[src/rtl/pipe_pkg.sv]
// pipe_pkg: shared constants and helpers for the forwarding/hazard scoreboard.
package pipe_pkg;
    localparam int REG_AW_DEF = 5;
    localparam int FWD_RF     = 0;

    // Scoreboard entry width: {valid, rd, reg_write, mem_read}
    function automatic int entry_w(input int aw);
        return aw + 3;
    endfunction
endpackage

[src/rtl/forwarding_hazard_unit_if.sv]
// forwarding_hazard_unit_if: ID-side issue/operand bus and the forwarding/stall responses.
interface forwarding_hazard_unit_if
    import pipe_pkg::*;
#(
    parameter int REG_AW  = REG_AW_DEF,
    parameter int NUM_SRC = 2,
    parameter int DEPTH   = 3
);
    localparam int SW = $clog2(DEPTH + 1);
    logic                      flush;
    logic                      issue_valid;
    logic [REG_AW-1:0]         issue_rd;
    logic                      issue_reg_write;
    logic                      issue_mem_read;
    logic [NUM_SRC*REG_AW-1:0] src_addr;
    logic [NUM_SRC-1:0]        src_used;
    logic [NUM_SRC*SW-1:0]     fwd_sel;
    logic                      stall;
    logic [15:0]               stall_cnt;

    modport master (
        output flush, issue_valid, issue_rd, issue_reg_write, issue_mem_read, src_addr, src_used,
        input  fwd_sel, stall, stall_cnt
    );
    modport slave (
        input  flush, issue_valid, issue_rd, issue_reg_write, issue_mem_read, src_addr, src_used,
        output fwd_sel, stall, stall_cnt
    );
endinterface

[src/rtl/fwd_operand_match.sv]
// fwd_operand_match: priority-encodes the youngest scoreboard writer of one source operand
// and flags it when that writer is a load whose data is not yet forwardable.
module fwd_operand_match
    import pipe_pkg::*;
#(
    parameter int REG_AW     = REG_AW_DEF,
    parameter int DEPTH      = 3,
    parameter int LOAD_READY = 1
) (
    input  logic [DEPTH-1:0][REG_AW+2:0]  ent,
    input  logic [REG_AW-1:0]             src_addr,
    input  logic                          src_used,
    output logic [$clog2(DEPTH+1)-1:0]    fwd_sel,
    output logic                          load_hazard
);
    localparam int SW = $clog2(DEPTH + 1);

    typedef struct packed {
        logic              valid;
        logic [REG_AW-1:0] rd;
        logic              reg_write;
        logic              mem_read;
    } entry_t;

    entry_t [DEPTH-1:0] e;
    assign e = ent;

    // Scan oldest to youngest so the youngest match overwrites older ones
    always_comb begin
        fwd_sel     = SW'(FWD_RF);
        load_hazard = 1'b0;
        for (int k = DEPTH - 1; k >= 0; k--) begin
            if (e[k].valid && e[k].reg_write && e[k].rd == src_addr && e[k].rd != '0 && src_used) begin
                fwd_sel     = SW'(k + 1);
                load_hazard = e[k].mem_read && (k < LOAD_READY);
            end
        end
    end
endmodule

[src/rtl/forwarding_hazard_unit.sv]
// forwarding_hazard_unit: DEPTH-entry destination scoreboard driving per-operand forwarding
// selects, load-use stall with bubble insertion, flush and a saturating stall counter.
module forwarding_hazard_unit
    import pipe_pkg::*;
#(
    parameter int REG_AW     = REG_AW_DEF,
    parameter int NUM_SRC    = 2,
    parameter int DEPTH      = 3,
    parameter int LOAD_READY = 1
) (
    input logic                     clk,
    input logic                     rst,
    forwarding_hazard_unit_if.slave bus
);
    localparam int SW = $clog2(DEPTH + 1);

    typedef struct packed {
        logic              valid;
        logic [REG_AW-1:0] rd;
        logic              reg_write;
        logic              mem_read;
    } entry_t;

    entry_t [DEPTH-1:0]    sb_q, sb_d;
    logic [15:0]           stall_cnt_q, stall_cnt_d;
    logic [NUM_SRC-1:0]    haz;
    logic [NUM_SRC*SW-1:0] fwd_sel;
    logic                  stall;

    for (genvar i = 0; i < NUM_SRC; i++) begin : g_src
        fwd_operand_match #(
            .REG_AW     (REG_AW),
            .DEPTH      (DEPTH),
            .LOAD_READY (LOAD_READY)
        ) u_match (
            .ent         (sb_q),
            .src_addr    (bus.src_addr[i*REG_AW +: REG_AW]),
            .src_used    (bus.src_used[i]),
            .fwd_sel     (fwd_sel[i*SW +: SW]),
            .load_hazard (haz[i])
        );
    end

    // Flush outranks stall, and a stalled or flushed issue becomes a bubble
    always_comb begin
        stall       = bus.issue_valid && |haz && !bus.flush;
        sb_d        = '0;
        sb_d[0]     = (bus.issue_valid && !stall && !bus.flush) ?
                      entry_t'{valid: 1'b1, rd: bus.issue_rd, reg_write: bus.issue_reg_write,
                               mem_read: bus.issue_mem_read} : '0;
        for (int k = 1; k < DEPTH; k++)
            sb_d[k] = bus.flush ? '0 : sb_q[k-1];
        stall_cnt_d = (stall && stall_cnt_q != 16'hFFFF) ? stall_cnt_q + 16'd1 : stall_cnt_q;
    end

    always_ff @(posedge clk or posedge rst) begin
        if (rst) begin
            sb_q        <= '0;
            stall_cnt_q <= '0;
        end else begin
            sb_q        <= sb_d;
            stall_cnt_q <= stall_cnt_d;
        end
    end

    assign bus.fwd_sel   = fwd_sel;
    assign bus.stall     = stall;
    assign bus.stall_cnt = stall_cnt_q;
endmodule
[src/flat_wrapper.sv]
// flat-port wrapper written by rule: the top's interface ports become plain ports
module forwarding_hazard_unit_flat import pipe_pkg::*;
#(
    parameter int REG_AW     = REG_AW_DEF,
    parameter int NUM_SRC    = 2,
    parameter int DEPTH      = 3,
    parameter int LOAD_READY = 1
)
  (clk, rst, bus_flush, bus_issue_valid, bus_issue_rd, bus_issue_reg_write, bus_issue_mem_read, bus_src_addr, bus_src_used, bus_fwd_sel, bus_stall, bus_stall_cnt);
  forwarding_hazard_unit_if #(.REG_AW(REG_AW), .NUM_SRC(NUM_SRC), .DEPTH(DEPTH)) bus_i ();
  input logic clk;
  input logic rst;
  input wire logic [$bits(bus_i.flush)-1:0] bus_flush;
  input wire logic [$bits(bus_i.issue_valid)-1:0] bus_issue_valid;
  input wire logic [$bits(bus_i.issue_rd)-1:0] bus_issue_rd;
  input wire logic [$bits(bus_i.issue_reg_write)-1:0] bus_issue_reg_write;
  input wire logic [$bits(bus_i.issue_mem_read)-1:0] bus_issue_mem_read;
  input wire logic [$bits(bus_i.src_addr)-1:0] bus_src_addr;
  input wire logic [$bits(bus_i.src_used)-1:0] bus_src_used;
  output wire logic [$bits(bus_i.fwd_sel)-1:0] bus_fwd_sel;
  output wire logic [$bits(bus_i.stall)-1:0] bus_stall;
  output wire logic [$bits(bus_i.stall_cnt)-1:0] bus_stall_cnt;
  assign bus_i.flush = bus_flush;
  assign bus_i.issue_valid = bus_issue_valid;
  assign bus_i.issue_rd = bus_issue_rd;
  assign bus_i.issue_reg_write = bus_issue_reg_write;
  assign bus_i.issue_mem_read = bus_issue_mem_read;
  assign bus_i.src_addr = bus_src_addr;
  assign bus_i.src_used = bus_src_used;
  assign bus_fwd_sel = bus_i.fwd_sel;
  assign bus_stall = bus_i.stall;
  assign bus_stall_cnt = bus_i.stall_cnt;
  forwarding_hazard_unit #(.REG_AW(REG_AW), .NUM_SRC(NUM_SRC), .DEPTH(DEPTH), .LOAD_READY(LOAD_READY)) u_core (.clk(clk), .rst(rst), .bus(bus_i));
endmodule
[config.mk]
export PLATFORM = sky130hd
export DESIGN_NAME = forwarding_hazard_unit_flat
export DESIGN_NICKNAME = d
export VERILOG_FILES = /design/src/rtl/pipe_pkg.sv /design/src/rtl/forwarding_hazard_unit_if.sv /design/src/rtl/fwd_operand_match.sv /design/src/rtl/forwarding_hazard_unit.sv /design/src/flat_wrapper.sv
export SDC_FILE = /design/constraint.sdc
export NUM_CORES = 1
export LEC_CHECK = 0
export BUFFER_PORTS_ARGS = -buffer_cell sky130_fd_sc_hd__buf_2
export CAP_MARGIN = 10
export CORE_MARGIN = 5
export CORE_UTILIZATION = 54
export CTS_BUF_LIST = sky130_fd_sc_hd__clkbuf_4 sky130_fd_sc_hd__clkbuf_8
export DETAILED_ROUTE_END_ITERATION = 10
export GPL_TIMING_DRIVEN = 0
export PLACE_DENSITY = 0.8
export SLEW_MARGIN = 30
export SYNTH_ARGS = -nofsm -noshare
export SYNTH_HDL_FRONTEND = slang
export SYNTH_SLANG_ARGS = --single-unit
[constraint.sdc]
create_clock -name clk -period 3.09 [get_ports clk]
set_input_delay 0.4635 -clock clk [delete_from_list [all_inputs] [get_ports clk]]
set_output_delay 0.4635 -clock clk [all_outputs]
set_load 0.05 [all_outputs]
* Word-level counts from Yosys, hierarchy flattened
Index checks and enable logic that the tools add are counted.
** Cells by class
- Add/sub/neg operators :: 1
- Multipliers :: 0
- Divide/modulo/power cells :: 0
- Order comparisons :: 0
- Equal/unequal tests :: 7
- Shifts and indexed selects :: 0
- Mux-type cells :: 11
- Bitwise logic cells :: 0
- Reduce and logical (&&, ||, !) cells :: 32
** Operators with widths (count)
- $eq A5 B5 Y1 :: 6
- $logic_and A1 B1 Y1 :: 26
- $mux W8 :: 3
- $add A16 B1 Y16 const B :: 1
- $ne A16 B16 Y1 const B :: 1
- $reduce_bool A5 Y1 :: 3
- $mux W2 :: 6
- $logic_not A1 Y1 :: 2
- $mux W1 :: 2
- $reduce_or A2 Y1 :: 1
** Word-level totals
- Flip-flop bits (word level) :: 39
- Latch bits :: 0
- RAM bits :: 0
- ROM bits :: 0
- Input port bits :: 23
- Output and inout bits :: 21
- Word-level logic and storage cells :: 63
- Memories kept :: 0

* Longest topological paths before layout
Gate-level depths: netlist of run 1.
- Word-level depth :: 12
- Depth in mapped cells :: 7
- Mapped depth without buffers :: 7

* Hierarchy
From an unflattened synthesis of run 1, not the netlist that was laid out.
** Second synthesis, totals
- Cells, all modules :: 193
- Area total of the unflattened synthesis :: 2092.0 µm²
** By module, submodules not included
- forwarding_hazard_unit :: instances 1, cells an instance 123, area an instance 1596.5 µm², sequential area each 1001.0 µm²
- fwd_operand_match :: instances 2, cells an instance 35, area an instance 247.7 µm², sequential area each 0.0 µm²

* Worst setup path before layout of run 1
No wires, ideal clock.
- Kind :: reg2out
- Start :: register u_core.sb_q[13] (netlist bit)
- End :: output bus_fwd_sel[2]
- Arrival :: 2.801 ns
- Required time :: 2.626 ns
- Setup slack :: -0.175 ns
- Stages on the path, launching flop included :: 5
- Path buffers :: 0
- Cells stage by stage :: dfrtp_1 or4_1 o211ai_1 nor3_1 o41ai_1
** On the way
- Cells in the longest elaborated chain, start to end :: 6
- Elaborated cells on any way between the ends :: 7
- Classes of those cells :: 1 x eq/ne; 2 x mux; 4 x reduce/logical
** RTL lines
- start, declared :: RTL line forwarding_hazard_unit.sv:24 : entry_t [DEPTH-1:0] sb_q, sb_d;
- start signal, assigned :: RTL line forwarding_hazard_unit.sv:58 : sb_q <= '0;
- start signal, assigned :: RTL line forwarding_hazard_unit.sv:61 : sb_q <= sb_d;
- $eq A5 B5 Y1 :: RTL line fwd_operand_match.sv:33 : if (e[k].valid && e[k].reg_write && e[k].rd == src_addr && e[k].rd != '0 && src_used) begin
- $logic_and A1 B1 Y1 :: RTL line fwd_operand_match.sv:33
- $logic_and A1 B1 Y1 (*) (2 in series) :: RTL line fwd_operand_match.sv:33
- $mux W2 (*) (2 in series) :: RTL line fwd_operand_match.sv:33
- end, declared :: RTL line flat_wrapper.sv:20 : output wire logic [$bits(bus_i.fwd_sel)-1:0] bus_fwd_sel;
Mark *: on every way between the ends. The rest lies on a longest branch, timed or not.

* Worst setup path after layout of run 1
Ends and elaborated chain as after synthesis.

==> results of run 1 <==
-- power by group --
part | internal [W] | switching (W) | leakage, nW | total, W
Sequential | 0.000506 | 0.00000956 | 0.518 | 0.000515
Combinational | 0.0000380 | 0.0000433 | 0.580 | 0.0000813
Clock | 0.000172 | 0.000155 | 0.0431 | 0.000326
-- layout by cell type (no fill, tap or decap), types with 3 or more instances in the layout --
master / n
o211ai_1: 3
xnor2_1: 27
nand4_1: 10
or4_1: 3
nand3_1: 8
nor4_1: 6
xor2_1: 16
and2_1: 8
nand2_1: 11
buf_2: 43
nor3_1: 4
clkbuf_8: 6
nor2b_1: 14
inv_1: 3
dfrtp_1: 38
nor2_1: 14
-- layout make-up --
type / instances / area [um^2] / share of cell area [%]
Multi-Input combinational cell: 146 / 1016 / 43.15
Sequential cell: 38 / 950.9 / 40.38
Timing Repair Buffer: 43 / 215.2 / 9.139
Clock buffer: 6 / 82.58 / 3.507
Tap cell: 48 / 60.06 / 2.550
Buffer: 2 / 15.01 / 0.6376
Inverter: 4 / 15.01 / 0.6376
-- worst max-delay path by stage --
stage                     endpoint  slack [ps]            start  cells past startpoint
finish              bus_fwd_sel[2]         450  u_core.sb_q[13]                      5
global route             bus_stall         340   u_core.sb_q[5]                      6
CTS                 bus_fwd_sel[2]         440  u_core.sb_q[13]                      5
detailed placement       bus_stall         700  bus_src_addr[3]                      7
global placement         bus_stall         710  bus_src_addr[3]                      7
floorplan           bus_fwd_sel[0]         340  u_core.sb_q[13]                      4
-- worst max-delay path, cell delays in order (launching register included) --
cell and delay [ps]:
dfrtp_1 430, or4_1 530, o211ai_1 270, nor3_1 140, o41ai_2 210, buf_2 310
-- metrics by stage --
step | hold slack, ps | cell area [um^2] | power, W | worst slack, ps | std cells
floorplan | 464.6 | 1997 | 0.0005724 | 335.7 | 190
global placement | 479.9 | 2272 | 0.0006047 | 714.8 | 281
detailed placement | 487.3 | 2272 | 0.0006072 | 695.7 | 281
CTS | 326.4 | 2355 | 0.0009367 | 437.5 | 287
global route | 375.6 | 2355 | 0.0009572 | 343.8 | 287
finish | 301.0 | 2355 | 0.0009230 | 450.2 | 287
-- flip-flops by register name, summed over array words and instances, names as in the netlist --
signal,flops
u_core.bus.stall_cnt,16
u_core.sb_q,22
-- routing by layer --
layer / vias up / wire length (um) / track usage, %
met5: - / 0 / 0
met4: 0 / 70 / 6.889
met3: 7 / 255 / 4.972
met2: 40 / 1889 / 25.64
met1: 710 / 1800 / 23.15
li1: 754 / - / -
-- kinds of logic after synthesis --
group                    count (synthesis)  share of synthesized area, %
flip-flops                              38                         47.80
AO/OA/AOI/OAI                           13                         5.472
AND/OR/NAND/NOR                         87                         24.53
multiplexers                             2                         1.132
XOR/XNOR                                43                         18.93
adder cells (fa/ha/maj)                  1                        0.6288
buffers and inverters                    6                         1.509
==> impl_results.md, run 1 <==
* DRT Pass-1 Iters at 5
* Wire length per cell at approximately 14 um
* Syn Area/Cell at 10.47 um^2
* Placed wire-length estimate at between 3000 and 4000 um
* Ports at 44
* Die W at 70.70 um
* Final Hold Viols at 0
* Clk pin slew, worst setup/hold paths at 70 ps
* Power Density at approximately 390 mW/mm^2
* Yosys top cell area share at 47.80%
* # clock sinks at 38
* Max cap viols at 0
* HP Class: in -> async
* Worst slew margin at 50.39%
* Fraction of registers with async set/reset at 100.0%
* CTS tree: yes
* Initial Utilization at 55.17%
* Fill cell count at 309
* Largest cells by area after synthesis: dfrtp_1, xnor2_1, xor2_1
* R2R Path Start: u_core.bus.stall_cnt[0]
* Die Ht at 70.70 um
* CP Launch Type: flip-flop
* Antenna-violating nets left at 0
* IO buf count at 43
* Later-pin clock latency in the skew report at 290 ps
* Crit path max fanout at 4
* Detailed Route Iter0 Violations at between 90 and 100
* Slew @ Worst Pin at between 700 and 800 ps
* Share of post-route cells with drive strength above 1 at between 20% and 30%
* Final period utilization at 85.43%
* Predominant post-synthesis flop cell: dfrtp_1
* Flops & latches, synth at 38
* Initial antenna violation count at 0
* Leakage at 1.141 nW
* # rows at 22
* Cts hold-fix bufs at 0
* Count of cell types in the netlist at 34
* Fin util at 65.30%
* Element type at the critical path end: output port
* Num CTS Buffers at 5
* Post-synth EDFFs at 0
* Root Driver: clkbuf_8
* Die footprint at 0.004998 mm^2
* Slew Viols, Final at 0
* Gpl congestion at 0.9178
* Remaining DRCs at 0
* Unrepaired setup endpoints after global routing: false
* Vias in the first global route at between 1,000 and 1,500
* Final setup viols at 0
* CTS HTree Levels at 2
* Total Routing Usage GR at around 17%
* Worst r2r path cells at 6
* Most frequent cell after synthesis: dfrtp_1
* # Post-CTS Setup Buffers at 0
* PostCTS Resize Cnt at 0
* Largest net degree at the start of global routing at 39
* Core Region at about 0.0036 mm^2
* Routed wire length at 4015 um
* Fin nets at 264
* Synth cell count leaders: dfrtp_1, xnor2_1, xor2_1
* Critical path data required time at 2630 ps
* Highest Clock Rate at roughly 380 MHz
* Yosys warns at 0
* First-pass GRT wire length at 6658 um
* Synth-to-layout area growth at 18.36%
* Final min period at 2640 ps
* Status: finished clean
* Clock skew at 7.059 ps
* Synth area leader: dfrtp_1
* CTS max path bufs at 2
* Worst vdd ir at 0.2994 mV
* GRT overflow at 0
* Cell area after synthesis at 0.001989 mm^2
* RR Endpoint: u_core.bus.stall_cnt[1]
* Routed vias/inst at 5.265
* Flop2flop setup slack at 810 ps
* Syn nets at 214
* WS Path Type: reg -> out
* CP Data Arrival Time at 2180 ps
* Setup_tns at 0 ps
* Diode count at 0
* Cells after synthesis at 190
* Via count at 1,511
* Seq/Total Area, Yosys at 47.80%
Power figures use the tool's default switching activity.
==> run 2, diff against run 1 <==
--- a/config.mk
+++ b/config.mk
@@ -12,7 +12,7 @@
 export CTS_BUF_LIST = sky130_fd_sc_hd__clkbuf_4 sky130_fd_sc_hd__clkbuf_8
 export DETAILED_ROUTE_END_ITERATION = 10
 export GPL_TIMING_DRIVEN = 0
-export PLACE_DENSITY = 0.8
+export PLACE_DENSITY = 0.86
 export SLEW_MARGIN = 30
 export SYNTH_ARGS = -nofsm -noshare
 export SYNTH_HDL_FRONTEND = slang
==> constraint.sdc (replaced) <==
create_clock -name clk -period 3.39 [get_ports clk]
set_input_delay 0.5085 -clock clk [delete_from_list [all_inputs] [get_ports clk]]
set_output_delay 0.5085 -clock clk [all_outputs]
set_load 0.05 [all_outputs]
==> impl_results.md, run 2 (same netlist as run 1, synthesis figures left out) <==
* Status: finished clean
* Worst r2r path cells at 6 (unchanged)
* Slew @ Worst Pin at 758.0 ps (+14.98 ps)
* WS Path Type: reg -> out
* Clock skew at 6.464 ps (-0.5950 ps)
* Delay-heaviest family, CP: simple AND/OR/NAND/NOR gates
* PostCTS Resize Cnt at 0 (unchanged)
* Root Driver: clkbuf_8
* Routed wire length at 4350 um (+8.3%)
* Vias in the first global route at 1,614 (+9.1%)
* CP Launch Type: flip-flop
* Share of post-route cells with drive strength above 1 at 24.58% (-0.10 points)
* Setup_tns at 0 ps (unchanged)
* CP Data Arrival Time at 2250 ps (+70 ps)
* Num CTS Buffers at 5 (unchanged)
* Final min period at 2755 ps
* Crit-path max cell delay at 540 ps (about the same)
* IO buf count at 43 (unchanged)
* # rows at 22 (unchanged)
* Wire length per cell at 15.10 um (+8.0%)
* Core Region at 0.003606 mm^2 (unchanged)
* Detailed Route Iter0 Violations at 112 (+20%)
* Largest Register: u_core.sb_q
* Largest register FFs at 22 (unchanged)
* Via count at 1,585 (+4.9%)
* Final setup viols at 0 (unchanged)
* Antenna-violating nets left at 0 (unchanged)
* Clk pin slew, worst setup/hold paths at 70 ps (about the same)
* Later-pin clock latency in the skew report at 290 ps (about the same)
* Most common cell after layout, fill and taps aside: buf_2
* Worst vdd ir at 0.2637 mV (-12%)
* Worst slew margin at 49.39% (-1.0 points)
* Unrepaired setup endpoints after global routing: false
* CTS max path bufs at 2 (unchanged)
* Crit path max fanout at 4 (unchanged)
* # clock sinks at 38 (unchanged)
* Die footprint at 0.004998 mm^2 (unchanged)
* # Post-CTS Setup Buffers at 0 (unchanged)
* Flop2flop setup slack at 1130 ps (+320 ps)
* Ports at 44 (unchanged)
* Critical Path Source: u_core.sb_q[13]
* Max cap viols at 0 (unchanged)
* R2R Path Start: u_core.bus.stall_cnt[0]
* DRT Pass-1 Iters at 4 (-1)
* Total Routing Usage GR at 19.01% (+2.0 points)
* Routed vias/inst at 5.503 (+4.5%)
* Synth-to-layout area growth at 18.05%
* Bufs and invs on worst path at 1 (unchanged)
* Gpl congestion at 0.8494 (-7.5%)
* Leakage at 1.133 nW (-0.72%)
* Largest net degree at the start of global routing at 39 (unchanged)
* CTS tree: yes
* Die W at 70.70 um (unchanged)
* Worst Setup EP: bus_fwd_sel[2]
* GRT overflow at 0 (unchanged)
* Die Ht at 70.70 um (unchanged)
* HP Class: in -> async
* Highest Clock Rate at 362.9 MHz
* Cts hold-fix bufs at 0 (unchanged)
* Critical path data required time at 2880 ps (+250 ps)
* Hold WS at 347.5 ps (+46.51 ps)
* Element type at the critical path end: output port
* Initial antenna violation count at 0 (unchanged)
* Placed wire-length estimate at 3242 um (+2.4%)
* Slew Viols, Final at 0 (unchanged)
* Power Density at 359.7 mW/mm^2 (-8.2%)
* RR Endpoint: u_core.bus.stall_cnt[1]
* Initial Utilization at 55.17% (unchanged)
* Critical path's slowest cell: or4_1
* Overall Power at 0.0008448 W (-8.5%)
* Fin nets at 264 (unchanged)
* Final period utilization at around four fifths
* Remaining DRCs at 0 (unchanged)
* Critical Path, Cell by Cell: or4_1 -> o211ai_1 -> nor3_1 -> o41ai_1 -> buf_2
* Final Hold Viols at 0 (unchanged)
* Most frequent cells in the layout: buf_2, dfrtp_1, xnor2_1, xor2_1
* Diode count at 0 (unchanged)
* CTS HTree Levels at 2 (unchanged)
* First-pass GRT wire length at 7486 um (+12%)
* Worst path depth at 5 (unchanged)
-- run 2: cell types whose count changed in the layout (fill, tap and decap cells not counted), sizes merged --
cell	change
clkinvlp	+1
-- run 2: per-layer routing --
layer	global-route usage [%]	share of wire (%)	up-vias
met5	0	0	-
met4	7.098	1.3	0
met3	5.114	7.0	7
met2	30.18	49	66
met1	24.95	42	755
li1	-	-	757
-- run 2: how the worst min path moves through the flow --
stage,from,end,slack (ps),cells past startpoint
floorplan,u_core.sb_q[9],u_core.sb_q[17],460,1
global placement,u_core.sb_q[9],u_core.sb_q[17],490,1
detailed placement,u_core.bus.stall_cnt[8],u_core.bus.stall_cnt[8],500,1
CTS,rst,u_core.sb_q[0],380,2
global route,bus_issue_rd[4],u_core.sb_q[6],420,2
finish,rst,u_core.sb_q[1],350,2
-- run 2: report_power, final --
group	leakage, nW	internal [W]	switching [W]
registers	0.518	0.000461	0.00000857
logic	0.574	0.0000346	0.0000415
clock network	0.0407	0.000149	0.000151
-- run 2: final cells by class --
cell class,count,area [um^2]
flip-flops and latches,38,950.9
plain buffers,2,15.01
clock buffers,6,76.32
fillers,297,1257
inverters,4,15.01
clock inverters,1,7.507
multi-input cells,146,1008
well taps,48,60.06
repair buffers,43,215.2
-- run 2: metrics by stage --
stage | std cells | setup slack (ps) | area (um^2) | util (%)
floorplan | 190 | 80.48 | 1989 | -
global placement | 281 | 929.9 | 2265 | 62.80
detailed placement | 281 | 917.9 | 2265 | 62.80
CTS | 288 | 670.3 | 2349 | 65.13
global route | 288 | 497.7 | 2349 | 65.13
finish | 288 | 634.6 | 2349 | 65.13
==> run 3, diff against run 2 <==
--- a/config.mk
+++ b/config.mk
@@ -5,6 +5,7 @@
 export SDC_FILE = /design/constraint.sdc
 export NUM_CORES = 1
 export LEC_CHECK = 0
+export ABC_AREA = 1
 export BUFFER_PORTS_ARGS = -buffer_cell sky130_fd_sc_hd__buf_2
 export CAP_MARGIN = 10
 export CORE_MARGIN = 5
@@ -12,7 +13,7 @@
 export CTS_BUF_LIST = sky130_fd_sc_hd__clkbuf_4 sky130_fd_sc_hd__clkbuf_8
 export DETAILED_ROUTE_END_ITERATION = 10
 export GPL_TIMING_DRIVEN = 0
-export PLACE_DENSITY = 0.86
+export PLACE_DENSITY = 0.84
 export SLEW_MARGIN = 30
 export SYNTH_ARGS = -nofsm -noshare
 export SYNTH_HDL_FRONTEND = slang
==> constraint.sdc (replaced) <==
create_clock -name clk -period 2.55 [get_ports clk]
set_input_delay 0.3825 -clock clk [delete_from_list [all_inputs] [get_ports clk]]
set_output_delay 0.3825 -clock clk [all_outputs]
set_load 0.05 [all_outputs]
==> impl_results.md, run 3 <==
* Status: finished clean
* Cell area after synthesis at 0.002253 mm^2 (+13%)
* Gpl congestion at 0.8299 (-2.3%)
* Largest family of logic cells by synthesized area: simple AND/OR/NAND/NOR gates
* Slew @ Worst Pin at 557.2 ps (-200.8 ps)
* WS Path Type: reg -> out
* Most frequent cell after synthesis: nand2_1
* CP Launch Type: flip-flop
* Synth area leader: dfrtp_1
* Leakage at 1.518 nW (+34%)
* CP Data Arrival Time at 1840 ps (-410 ps)
* RR Endpoint: u_core.bus.stall_cnt[10]
* Max cap viols at 0 (unchanged)
* GRT overflow at 0 (unchanged)
* Vias in the first global route at 1,969 (+22%)
* Final Hold Viols at 0 (unchanged)
* Pre-CTS setup slack at 557.8 ps (-360.1 ps)
* Largest Register: u_core.sb_q
* DRT Pass-1 Iters at 4 (unchanged)
* WL met2 at 2425 um (+13%)
* Crit path max fanout at 5 (+1)
* Predominant post-synthesis flop cell: dfrtp_1
* Antenna-violating nets left at 0 (unchanged)
* Metal-1 WL at 2361 um (+28%)
* Fill cell count at 357 (+20%)
* Critical Path, Cell by Cell: xor2_1 -> nor4_1 -> a21oi_1 -> a21oi_1 -> buf_2
* Syn Area/Cell at 7.020 um^2 (-33%)
* Die footprint at 0.005565 mm^2 (+11%)
* Critical path data required time at 2170 ps (-710 ps)
* Synth-to-layout area growth at 18.27%
* Register area at 950.9 um^2 (unchanged)
* Initial antenna violation count at 0 (unchanged)
* Largest cells by area after synthesis: dfrtp_1, nand2_1, inv_1
* Post-synthesis mux area share at 0% (-1.1 points)
* Routed wire length at 5245 um (+21%)
* Seq/Total Area, Yosys at 42.20% (-5.6 points)
* Yosys warns at 0 (unchanged)
* Power Density at 471.4 mW/mm^2 (+31%)
* Fraction of registers with async set/reset at 100.0% (unchanged)
* Remaining DRCs at 0 (unchanged)
* CTS max path bufs at 2 (unchanged)
* Synth Area in Simple Gates at 34.65% (+10 points)
* Cells after synthesis at 321 (+69%)
* Largest net degree at the start of global routing at 30 (-23%)
* Clock skew at 13.91 ps (+7.450 ps)
* Die Ht at 74.60 um (+5.5%)
* Wire length per cell at 12.40 um (-18%)
* CTS tree: yes
* Unrepaired setup endpoints after global routing: false
* Diode count at 0 (unchanged)
* Compound-Gate Fraction of Synth Area at 2.832% (-2.6 points)
* Num CTS Buffers at 5 (unchanged)
* Count of cell types in the netlist at 23 (-32%)
* Worst r2r path cells at 10 (+4)
* Met3 wire len at 405 um (+33%)
* Clk pin slew, worst setup/hold paths at 70 ps (about the same)
* CTS HTree Levels at 2 (unchanged)
* Initial Utilization at 55.93% (+0.76 points)
* Root Driver: clkbuf_8
* Critical path's slowest cell: dfrtp_1
* Highest Clock Rate at roughly 450 MHz
* Fin util at 66.15% (+1.0 points)
* Post-synth EDFFs at 0 (unchanged)
* # Post-CTS Setup Buffers at 0 (unchanged)
* First-pass GRT wire length at 8714 um (+16%)
* Final period utilization at 87.00%
* Element type at the critical path end: output port
* Most frequent cells in the layout: nand2_1, inv_1, nor2_1, buf_2, dfrtp_1
* Synth cell count leaders: nand2_1, inv_1, nor2_1
* Most common cell after layout, fill and taps aside: nand2_1
* Cts hold-fix bufs at 0 (unchanged)
* Ports at 44 (unchanged)
* PostCTS Resize Cnt at 0 (unchanged)
* IO buf count at 43 (unchanged)
* Yosys top cell area share at 42.20% (-5.6 points)
* Setup_tns at 0 ps (unchanged)
* Fin nets at 396 (+50%)
* Die W at 74.60 um (+5.5%)
* Later-pin clock latency in the skew report at 290 ps (about the same)
* Syn nets at 345 (+61%)
* Routed vias/inst at 5.073 (-7.8%)
* Core Region at 0.004029 mm^2 (+12%)
* Worst slew margin at 62.72% (+13 points)
* Total Routing Usage GR at 20.50% (+1.5 points)
* Uppermost routed layer: met4
* Flops & latches, synth at 38 (unchanged)
* Worst vdd ir at 0.3173 mV (+20%)
* Detailed Route Iter0 Violations at 166 (+48%)
* R2R Path Start: u_core.bus.stall_cnt[1]
* Synth Area in Adders at 0.5552% (-0.074 points)
* Final min period at 2218 ps
* Largest register FFs at 22 (unchanged)
* # rows at 23 (+4.5%)
* Flop2flop setup slack at 660 ps (-470 ps)
* Via count at 2,146 (+35%)
* Slew Viols, Final at 0 (unchanged)
* Placed wire-length estimate at 4094 um (+26%)
* XOR/XNOR Fraction of Synth Area at 7.385% (-12 points)
* # clock sinks at 38 (unchanged)
* Final worst slack at 331.6 ps (-303.0 ps)
* Area of the multi-input gates at 0.001023 mm^2 (+1.5%)
* Final setup viols at 0 (unchanged)
* Crit-path max cell delay at 430 ps (-110 ps)
* Share of post-route cells with drive strength above 1 at 16.09% (-8.5 points)
* Cell repeated most along the worst path: a21oi_1
* HP Class: in -> async
-- run 3: changes by cell type in the layout (fill, tap and decap cells not counted), sizes merged, moves of 8 or more --
cell,before,now
and2,8,0
inv,4,66
nand2,11,82
nand3,8,24
nand4,10,19
nor2,15,47
nor2b,14,0
xnor2,27,9
-- run 3: layout make-up --
cell class	count	share of cell area, %
multi-input cells	212	38.40
clock inverters	1	1.127
clock buffers	7	3.146
repair buffers	44	8.826
plain buffers	5	1.174
well taps	50	2.347
flip-flops and latches	38	35.68
inverters	66	9.296
-- run 3: how the worst max path moves through the flow --
stage | startpoint | endpoint | slack, ps | depth (start not counted)
2_1_floorplan | u_core.sb_q[11] | bus_fwd_sel[0] | 200 | 7
3_3_place_gp | bus_src_addr[8] | bus_fwd_sel[3] | 560 | 6
3_5_place_dp | bus_src_addr[1] | bus_stall | 560 | 9
4_1_cts | u_core.sb_q[3] | bus_stall | 350 | 10
5_1_grt | u_core.sb_q[13] | bus_fwd_sel[3] | 190 | 5
6_report | u_core.sb_q[13] | bus_fwd_sel[3] | 330 | 5
-- run 3: report_power, final --
part	switching, W	internal [W]
Combinational	0.0000696	0.0000425
Sequential	0.00000845	0.000612
Clock	0.000209	0.000314
-- run 3: logic make-up (layout without fill, tap and decap cells) --
family                   Yosys count  after routing
buffers and inverters             71            123
AND/OR/NAND/NOR                  181            181
adder cells (fa/ha/maj)            1              1
AO/OA/AOI/OAI                     11             11
flip-flops                        38             38
XOR/XNOR                          19             19
-- run 3: critical path: cells and delay by family, from the launching register on --
kind	cells	cell delay [ps]
xor gates and xnor gates	1	160
and+or+nand+nor	1	360
AOI/OAI and AO/OA	2	300
DFF	1	430
buffers and inverters	1	290
-- run 3: per-stage QoR --
step	instance area (um^2)	cells	power, W	hold slack, ps
finish	2665	423	0.001256	6.786
global route	2665	423	0.001313	16.16
CTS	2665	423	0.001265	4.811
detailed placement	2551	415	0.0007446	321.4
global placement	2531	414	0.0007372	469.6
floorplan	2253	321	0.0006966	447.8
-- run 3: routing by layer --
metal	global-route usage (%)	vias to the layer above
met4	5.731	0
met3	4.324	7
met1	28.79	962
li1	-	1094
met5	0	-
met2	32.20	83
